**src/rtl/riscv_crypto_aes_subword_seq_if.sv**
```systemverilog
// Request/response bundle between the crypto FU issue logic and the sequential SubWord engine.
// master = FU issue/result side, slave = the SubWord engine.
interface riscv_crypto_aes_subword_seq_if;
    logic        req_valid;
    logic        req_ready;
    logic [31:0] req_rs;
    logic        req_inv;
    logic        flush;
    logic        rsp_valid;
    logic        rsp_ready;
    logic [31:0] rsp_data;

    modport master (
        output req_valid, req_rs, req_inv, flush, rsp_ready,
        input  req_ready, rsp_valid, rsp_data
    );

    modport slave (
        input  req_valid, req_rs, req_inv, flush, rsp_ready,
        output req_ready, rsp_valid, rsp_data
    );
endinterface

```
**src/rtl/riscv_crypto_aes_subword_seq.sv**
```systemverilog
// Sequential SubWord/InvSubWord: substitutes the four bytes of a word in place,
// LANES bytes per cycle, through a shared pool of combinational forward/inverse S-box lanes.
module riscv_crypto_aes_subword_seq #(
    parameter int unsigned LANES = 1
) (
    input logic                          g_clk,
    input logic                          g_resetn,
    riscv_crypto_aes_subword_seq_if.slave bus
);

    localparam int unsigned ITER     = 4 / LANES;
    localparam logic [1:0]  CNT_LAST = 2'(ITER - 1);

    if (LANES != 1 && LANES != 2 && LANES != 4) begin : g_bad_lanes
        $error("riscv_crypto_aes_subword_seq: LANES must be 1, 2 or 4");
    end

    typedef enum logic [1:0] {
        IDLE = 2'd0,
        BUSY = 2'd1,
        DONE = 2'd2
    } state_t;

    state_t      state, state_nxt;
    logic [1:0]  cnt, cnt_nxt;
    logic [31:0] work, work_nxt;
    logic        inv, inv_nxt;
    logic [31:0] work_sub;

    // GF(2^8) multiply modulo x^8 + x^4 + x^3 + x + 1.
    function automatic logic [7:0] gf_mul(input logic [7:0] a, input logic [7:0] b);
        logic [7:0] p;
        logic [7:0] x;
        p = 8'h00;
        x = a;
        for (int i = 0; i < 8; i++) begin
            if (b[i]) p = p ^ x;
            x = {x[6:0], 1'b0} ^ (x[7] ? 8'h1b : 8'h00);
        end
        return p;
    endfunction

    // Multiplicative inverse as x^254 (maps 0 to 0, as the S-box requires).
    function automatic logic [7:0] gf_inv(input logic [7:0] x);
        logic [7:0] x2, x3, x6, x12, x15, x30, x60, x120, x240, x252;
        x2   = gf_mul(x, x);
        x3   = gf_mul(x2, x);
        x6   = gf_mul(x3, x3);
        x12  = gf_mul(x6, x6);
        x15  = gf_mul(x12, x3);
        x30  = gf_mul(x15, x15);
        x60  = gf_mul(x30, x30);
        x120 = gf_mul(x60, x60);
        x240 = gf_mul(x120, x120);
        x252 = gf_mul(x240, x12);
        return gf_mul(x252, x2);
    endfunction

    function automatic logic [7:0] rotl8(input logic [7:0] x, input int unsigned n);
        return 8'((x << n) | (x >> (8 - n)));
    endfunction

    function automatic logic [7:0] sbox_fwd(input logic [7:0] x);
        logic [7:0] y;
        y = gf_inv(x);
        return y ^ rotl8(y, 1) ^ rotl8(y, 2) ^ rotl8(y, 3) ^ rotl8(y, 4) ^ 8'h63;
    endfunction

    function automatic logic [7:0] sbox_inv(input logic [7:0] x);
        return gf_inv(rotl8(x, 1) ^ rotl8(x, 3) ^ rotl8(x, 6) ^ 8'h05);
    endfunction

    // Lane j substitutes byte cnt*LANES + j of work; other bytes pass through.
    always_comb begin
        logic [1:0] bsel;
        logic [7:0] lane_in;
        work_sub = work;
        bsel     = 2'b00;
        lane_in  = 8'h00;
        for (int j = 0; j < int'(LANES); j++) begin
            bsel    = 2'(32'(cnt) * LANES + 32'(j));
            lane_in = work[8*bsel +: 8];
            work_sub[8*bsel +: 8] = inv ? sbox_inv(lane_in) : sbox_fwd(lane_in);
        end
    end

    always_ff @(posedge g_clk or negedge g_resetn) begin
        if (!g_resetn) begin
            state <= IDLE;
            cnt   <= 2'b00;
            work  <= 32'h0000_0000;
            inv   <= 1'b0;
        end else begin
            state <= state_nxt;
            cnt   <= cnt_nxt;
            work  <= work_nxt;
            inv   <= inv_nxt;
        end
    end

    // Next state and handshake outputs; a DONE-cycle request is accepted while the result drains.
    always_comb begin
        state_nxt     = state;
        cnt_nxt       = cnt;
        work_nxt      = work;
        inv_nxt       = inv;
        bus.req_ready = 1'b0;
        bus.rsp_valid = 1'b0;

        case (state)
            IDLE: begin
                bus.req_ready = 1'b1;
                if (bus.req_valid) begin
                    work_nxt  = bus.req_rs;
                    inv_nxt   = bus.req_inv;
                    cnt_nxt   = 2'b00;
                    state_nxt = BUSY;
                end
            end
            BUSY: begin
                work_nxt = work_sub;
                if (cnt == CNT_LAST) begin
                    cnt_nxt   = 2'b00;
                    state_nxt = DONE;
                end else begin
                    cnt_nxt = cnt + 2'd1;
                end
            end
            DONE: begin
                bus.rsp_valid = 1'b1;
                bus.req_ready = bus.rsp_ready;
                if (bus.rsp_ready) begin
                    if (bus.req_valid) begin
                        work_nxt  = bus.req_rs;
                        inv_nxt   = bus.req_inv;
                        cnt_nxt   = 2'b00;
                        state_nxt = BUSY;
                    end else begin
                        state_nxt = IDLE;
                    end
                end
            end
            default: begin
                state_nxt = IDLE;
                cnt_nxt   = 2'b00;
            end
        endcase

        // Abort wins over any handshake; the operand register is left as is.
        if (bus.flush) begin
            state_nxt = IDLE;
            cnt_nxt   = 2'b00;
            work_nxt  = work;
            inv_nxt   = inv;
        end
    end

    assign bus.rsp_data = work;

endmodule

```
**src/flat_wrapper.sv**
```systemverilog
// flat-port wrapper written by rule: the top's interface ports become plain ports
module riscv_crypto_aes_subword_seq_flat 
#(
    parameter int unsigned LANES = 1
)
  (g_clk, g_resetn, bus_req_valid, bus_req_rs, bus_req_inv, bus_flush, bus_rsp_ready, bus_req_ready, bus_rsp_valid, bus_rsp_data);
  riscv_crypto_aes_subword_seq_if bus_i ();
  input logic g_clk;
  input logic g_resetn;
  input wire logic [$bits(bus_i.req_valid)-1:0] bus_req_valid;
  input wire logic [$bits(bus_i.req_rs)-1:0] bus_req_rs;
  input wire logic [$bits(bus_i.req_inv)-1:0] bus_req_inv;
  input wire logic [$bits(bus_i.flush)-1:0] bus_flush;
  input wire logic [$bits(bus_i.rsp_ready)-1:0] bus_rsp_ready;
  output wire logic [$bits(bus_i.req_ready)-1:0] bus_req_ready;
  output wire logic [$bits(bus_i.rsp_valid)-1:0] bus_rsp_valid;
  output wire logic [$bits(bus_i.rsp_data)-1:0] bus_rsp_data;
  assign bus_i.req_valid = bus_req_valid;
  assign bus_i.req_rs = bus_req_rs;
  assign bus_i.req_inv = bus_req_inv;
  assign bus_i.flush = bus_flush;
  assign bus_i.rsp_ready = bus_rsp_ready;
  assign bus_req_ready = bus_i.req_ready;
  assign bus_rsp_valid = bus_i.rsp_valid;
  assign bus_rsp_data = bus_i.rsp_data;
  riscv_crypto_aes_subword_seq #(.LANES(LANES)) u_core (.g_clk(g_clk), .g_resetn(g_resetn), .bus(bus_i));
endmodule
```
**config.mk**
```make
export PLATFORM = sky130hd
export DESIGN_NAME = riscv_crypto_aes_subword_seq_flat
export DESIGN_NICKNAME = d
export VERILOG_FILES = /design/src/rtl/riscv_crypto_aes_subword_seq_if.sv /design/src/rtl/riscv_crypto_aes_subword_seq.sv /design/src/flat_wrapper.sv
export SDC_FILE = /design/constraint.sdc
export NUM_CORES = 1
export LEC_CHECK = 0
export CAP_MARGIN = 0
export CORE_MARGIN = 2
export CORE_UTILIZATION = 35
export CTS_BUF_LIST = sky130_fd_sc_hd__clkbuf_2 sky130_fd_sc_hd__clkbuf_4 sky130_fd_sc_hd__clkbuf_8
export DETAILED_ROUTE_END_ITERATION = 8
export GPL_ROUTABILITY_DRIVEN = 1
export HOLD_SLACK_MARGIN = 0.05
export PLACE_DENSITY = 0.56
export SYNTH_ARGS = -nofsm -noshare
export SYNTH_HDL_FRONTEND = slang
export SYNTH_SLANG_ARGS = --single-unit
```
**constraint.sdc**
```tcl
create_clock -name g_clk -period 22.7 [get_ports g_clk]
set_input_delay 2.27 -clock g_clk [delete_from_list [all_inputs] [get_ports g_clk]]
set_output_delay 2.27 -clock g_clk [all_outputs]
set_load 0.02 [all_outputs]
```
==> results.sh, run 1 <==
export IMPL_status="finished, final reports clean"
export IMPL_dieWidth_um=268.6
export IMPL_path_max_fanout=23
export IMPL_ios=72
export IMPL_fp_dieH_um=268.6
export IMPL_dpl_hpwl_um=51710
export IMPL_cpMostUsedCell="xnor2_1"
export IMPL_final_seq_area_um2=925.9
export IMPL_synth_edf_count=0
export IMPL_grt_max_degree=45
export IMPL_ys_types=119
export IMPL_synth_top_area_share_pct=20.52
export IMPL_grt_pass1_vias=19549
export IMPL_grt_ovfl_total=0
export IMPL_clk_pin_slew_ps=90
export IMPL_ys_ff_latch=37
export IMPL_grt_antenna_before_repair=0
export IMPL_worstMarginPinSlew_ps=1131
export IMPL_required_ps=22850
export IMPL_yosysSeqAreaShare_pct=3.780
export IMPL_root_buffer="clkbuf_8"
export IMPL_hold_violations=0
export IMPL_diodes=0
export IMPL_cts_max_path_buffers=2
export IMPL_htree_levels=2
export IMPL_syn_area_mm2=0.02450
export IMPL_area_growth_pct=7.314
export IMPL_multi_input_area_mm2=0.02240
export IMPL_synth_top_cell_by_area="xnor2_1"
export IMPL_initial_core_util_pct=35.16
export IMPL_port_buffers=71
export IMPL_end_kind="flop"
export IMPL_drt_pass1_iter_count=5
export IMPL_synth_nets=3092
export IMPL_clock_skew_ps=14.86
export IMPL_wl_per_cell_um=17.44
export IMPL_die_area_mm2=0.07212
export IMPL_drc=0
export IMPL_finalCritPeriodShare_pct=93.14
export IMPL_ant_nets=0
export IMPL_critPathMaxStageDelay_ps=910
export IMPL_cp_arrival_ps=21300
export IMPL_cts_tree="yes"
export IMPL_dominantRegCellSynth="dfrtp_1"
export IMPL_synth_async_reset_ratio_pct=100.0
export IMPL_grt_setup_unrepaired="false"
export IMPL_grt_usage_pct=18.46
export IMPL_num_rows=97
export IMPL_core_area_mm2=0.06966
export IMPL_hold_depth=2
export IMPL_max_slew_margin_pct=24.06
export IMPL_wirelength_um=69080
export IMPL_n_fill_cell=7270
export IMPL_nets=3080
export IMPL_vias_per_cell=5.305
export IMPL_reg2reg_depth=71
export IMPL_crit_path_start_kind="flop"
export IMPL_synth_most_common_cell="xnor2_1"
export IMPL_layout_drive_gt1_share_pct=11.28
export IMPL_syn_inst=3033
export IMPL_cts_buffers=5
export IMPL_clkSinkCount=37
export IMPL_fin_crit_ps=21140
export IMPL_final_cells=3962
export IMPL_slew_violations=0
export IMPL_fmax_mhz=47.30
export IMPL_setup_total_negative_slack_ps=0
export IMPL_hp_class="flop to flop"
export IMPL_final_util_pct=37.74
export IMPL_grt_pass1_wl_um=109800
export IMPL_clkLatencyLatePin_ps=300
export IMPL_dr_first_iter_drc_count=1875
export IMPL_final_setup_viol_count=0
export IMPL_synth_commonest_cells="xnor2_1 (574), nor2_1 (388), nand2_1 (341)"
export IMPL_num_vias=21018
export IMPL_dp_cells=3954
export IMPL_critPathSlowestCell="xnor3_1"
export IMPL_synth_area_top_cells="xnor2_1 (21%), xnor3_1 (12%), xor2_1 (6.1%)"
export IMPL_path_class="flop to flop"
export IMPL_avgSynthCellArea_um2=8.077
export IMPL_synth_warnings=0
export IMPL_place_gp_congestion=0.8723
export IMPL_timing_max_cap_violations=0
==> final timing paths <==
kind	from	to	slack, ps
min in group asynchronous	g_resetn	u_core.state[1]	2060
max	u_core.cnt[0]	u_core.bus.rsp_data[21]	1560
max in group asynchronous	g_resetn	u_core.bus.rsp_data[30]	20060
min reg2reg	u_core.bus.rsp_data[22]	u_core.bus.rsp_data[22]	560
max reg2reg	u_core.cnt[0]	u_core.bus.rsp_data[21]	1560
min	u_core.bus.rsp_data[22]	u_core.bus.rsp_data[22]	560
==> state kept, by name, indices dropped and copies added (netlist names) <==
signal	count
u_core.state	2
u_core.bus.rsp_data	32
u_core.inv	1
u_core.cnt	2
==> through the flow <==
step / setup WS (ps) / hold slack (ps) / cell area [um^2]
after floorplan: 2906 / 631.3 / 24500
after global placement: 1509 / 543.4 / 26120
after detailed placement: 1390 / 540.8 / 26120
after CTS: 1368 / 563.0 / 26240
after global routing: 9.969 / 611.9 / 26290
final: 1556 / 564.0 / 26290
==> critical path, delay by kind of cell (launching register included) <==
family	cells	cell delay (ps)
compound gates	10	1740
xor+xnor	37	12340
fa+ha+maj	6	2390
buf+inv	9	1320
flops	1	570
mux	3	1670
simple gates	6	920
==> timing repair <==
item                       4_1_cts  5_1_grt
gates resized for setup          0        6
hold buffers                     0        0
buffers inserted                 0        0
setup endpoints to repair        0       32
==> layout by cell type (no fill, tap or decap), drive strengths merged, types with 30 or more instances in the layout <==
cell type	instances
xnor2	642
inv	53
xnor3	147
a21oi	119
dfrtp	37
buf	101
nand3	71
o221ai	36
nand2	342
o22ai	30
clkdlybuf4s50	70
o21ai	124
xor2	199
nor3	71
nor2	394
mux2i	103
==> cells by family after synthesis <==
logic type	Yosys count	share of synthesized area, %
buf+inv	245	5.164
flops	37	3.780
xor+xnor	1005	49.22
simple gates	1071	19.93
mux	134	5.971
compound gates	520	14.86
fa+ha+maj	21	1.073
==> routing by layer <==
layer	share of wire (%)	wire length (um)	global-route usage, %	vias to the layer above
met2	45	31000	29.88	573
li1	-	-	-	10406
met4	1.7	1162	3.619	0
met3	4.9	3352	1.087	70
met1	49	33570	27.07	9969
met5	0	0	0	-
==> final cells by class <==
class,instances,area share [%]
Multi-Input combinational cell,2751,85.22
Timing Repair Buffer,171,5.540
Tap cell,940,4.474
Sequential cell,37,3.522
Inverter,55,0.7853
Clock buffer,6,0.3141
Clock inverter,2,0.1428
Power of run 1 is not shown: default switching activity piles up to over one toggle a cycle in this logic, so the estimate is an artifact.
==> run 2: changes to the inputs <==
- HOLD_SLACK_MARGIN: 0.05 -> 0.12
==> results of run 2 <==
The final DEF is identical to that of run 1; final timing and power are the same.
Power of run 2 is left out for the same reason.
==> run 3: changes to the inputs <==
- CAP_MARGIN: 0 -> 20
- GPL_TIMING_DRIVEN: unset -> 1
==> results.sh, run 3 (synthesis gave the netlist of run 1 again) <==
export IMPL_grt_ovfl_total=0
export IMPL_hold_buffers=0
export IMPL_initial_core_util_pct=35.16
export IMPL_required_ps=22840
export IMPL_htree_levels=2
export IMPL_grt_max_degree=45
export IMPL_max_slew_margin_pct=24.68
export IMPL_slew_violations=0
export IMPL_mostFrequentLayoutCells="xnor2_1 (567), nor2_1 (388), nand2_1 (341)"
export IMPL_critPathMaxStageDelay_ps=600
export IMPL_diodes=0
export IMPL_end_kind="flop"
export IMPL_hold_violations=0
export IMPL_setup_total_negative_slack_ps=0
export IMPL_nets=3083
export IMPL_dieWidth_um=268.6
export IMPL_vias_per_cell=5.301
export IMPL_num_rows=97
export IMPL_fin_crit_ps=21020
export IMPL_wirelength_um=68820
export IMPL_cts_max_path_buffers=2
export IMPL_clkSinkCount=37
export IMPL_path_class="flop to flop"
export IMPL_die_area_mm2=0.07212
export IMPL_fmax_mhz=47.57
export IMPL_cp_arrival_ps=21170
export IMPL_finalCritPeriodShare_pct=92.62
export IMPL_clk_pin_slew_ps=80
export IMPL_place_gp_congestion=0.8723
export IMPL_cts_buffers=5
export IMPL_dr_first_iter_drc_count=1707
export IMPL_grt_pass1_vias=19263
export IMPL_drc=0
export IMPL_grt_setup_unrepaired="false"
export IMPL_cpMostUsedCell="xnor2_1"
export IMPL_grt_usage_pct=18.45
export IMPL_clkLatencyLatePin_ps=310
export IMPL_critPathSlowestCell="mux4_2"
export IMPL_layout_commonest_cell="xnor2_1"
export IMPL_grt_antenna_before_repair=0
export IMPL_worstMarginPinSlew_ps=1122
export IMPL_crit_path_start_kind="flop"
export IMPL_final_setup_viol_count=0
export IMPL_clock_skew_ps=15.98
export IMPL_core_area_mm2=0.06966
export IMPL_fp_dieH_um=268.6
export IMPL_ios=72
export IMPL_layout_drive_gt1_share_pct=11.40
export IMPL_path_max_fanout=18
export IMPL_timing_max_cap_violations=0
export IMPL_ant_nets=0
export IMPL_status="finished, final reports clean"
export IMPL_largest_reg_flops=32
export IMPL_cts_setup_buffers=0
export IMPL_num_vias=21018
export IMPL_root_buffer="clkbuf_8"
export IMPL_hp_class="flop to flop"
export IMPL_wl_per_cell_um=17.36
export IMPL_grt_pass1_wl_um=109800
export IMPL_port_buffers=71
export IMPL_drt_pass1_iter_count=6
export IMPL_area_growth_pct=7.416
export IMPL_dpl_hpwl_um=51810
export IMPL_cts_tree="yes"
[run 3: cell type report]
cell class	count	area [um^2]
clock inverters	3	65.06
fillers	7309	43350
repair buffers	174	1479
multi-input cells	2751	22390
flip-flops and latches	37	925.9
inverters	55	206.4
clock buffers	5	68.82
well taps	940	1176
[run 3: critical path: cells and delay by family (launching register included)]
| kind | cells | cell delay (ps) |
|---|---|---|
| AOI/OAI and AO/OA | 10 | 1780 |
| adders and majority gates | 7 | 2750 |
| DFF | 1 | 580 |
| xor gates and xnor gates | 41 | 12170 |
| muxes | 2 | 980 |
| and+or+nand+nor | 6 | 930 |
| buffers and inverters | 10 | 1590 |
[run 3: worst paths after layout]
kind	from	to	slack, ps	cells after the start
setup / recovery	u_core.cnt[0]	u_core.bus.rsp_data[26]	1680	76
setup reg to reg	u_core.cnt[0]	u_core.bus.rsp_data[26]	1680	76
max in group asynchronous	g_resetn	u_core.bus.rsp_data[6]	20070	1
hold reg to reg	u_core.bus.rsp_data[22]	u_core.bus.rsp_data[22]	570	2
hold / removal	u_core.bus.rsp_data[22]	u_core.bus.rsp_data[22]	570	2
min in group asynchronous	g_resetn	u_core.state[0]	2070	1
[run 3: what timing repair did]
| item | in CTS | in global routing |
|---|---|---|
| hold endpoints to repair | 0 | 0 |
| setup endpoints to repair | 0 | 32 |
| gates resized for setup | 0 | 7 |
[run 3: per-layer routing]
layer / up-vias / share of wire (%) / track usage (%)
met5: - / 0 / 0
met4: 0 / 1.2 / 2.613
met3: 53 / 4.8 / 0.7123
met2: 601 / 46 / 30.08
met1: 9949 / 48 / 27.48
li1: 10415 / - / -
[run 3: per-stage QoR]
step           std cells  setup slack [ps]  hold WS, ps  area, um^2  utilization [%]
2_1_floorplan       3033              2906        631.3       24500                -
3_3_place_gp        3954              1509        543.4       26120            37.49
3_5_place_dp        3955              1464        548.4       26120            37.50
4_1_cts             3963              1339        569.7       26260            37.69
5_1_grt             3965             37.36        611.8       26310            37.77
6_report            3965              1676        567.5       26310            37.77
Power of run 3 is left out for the same reason.
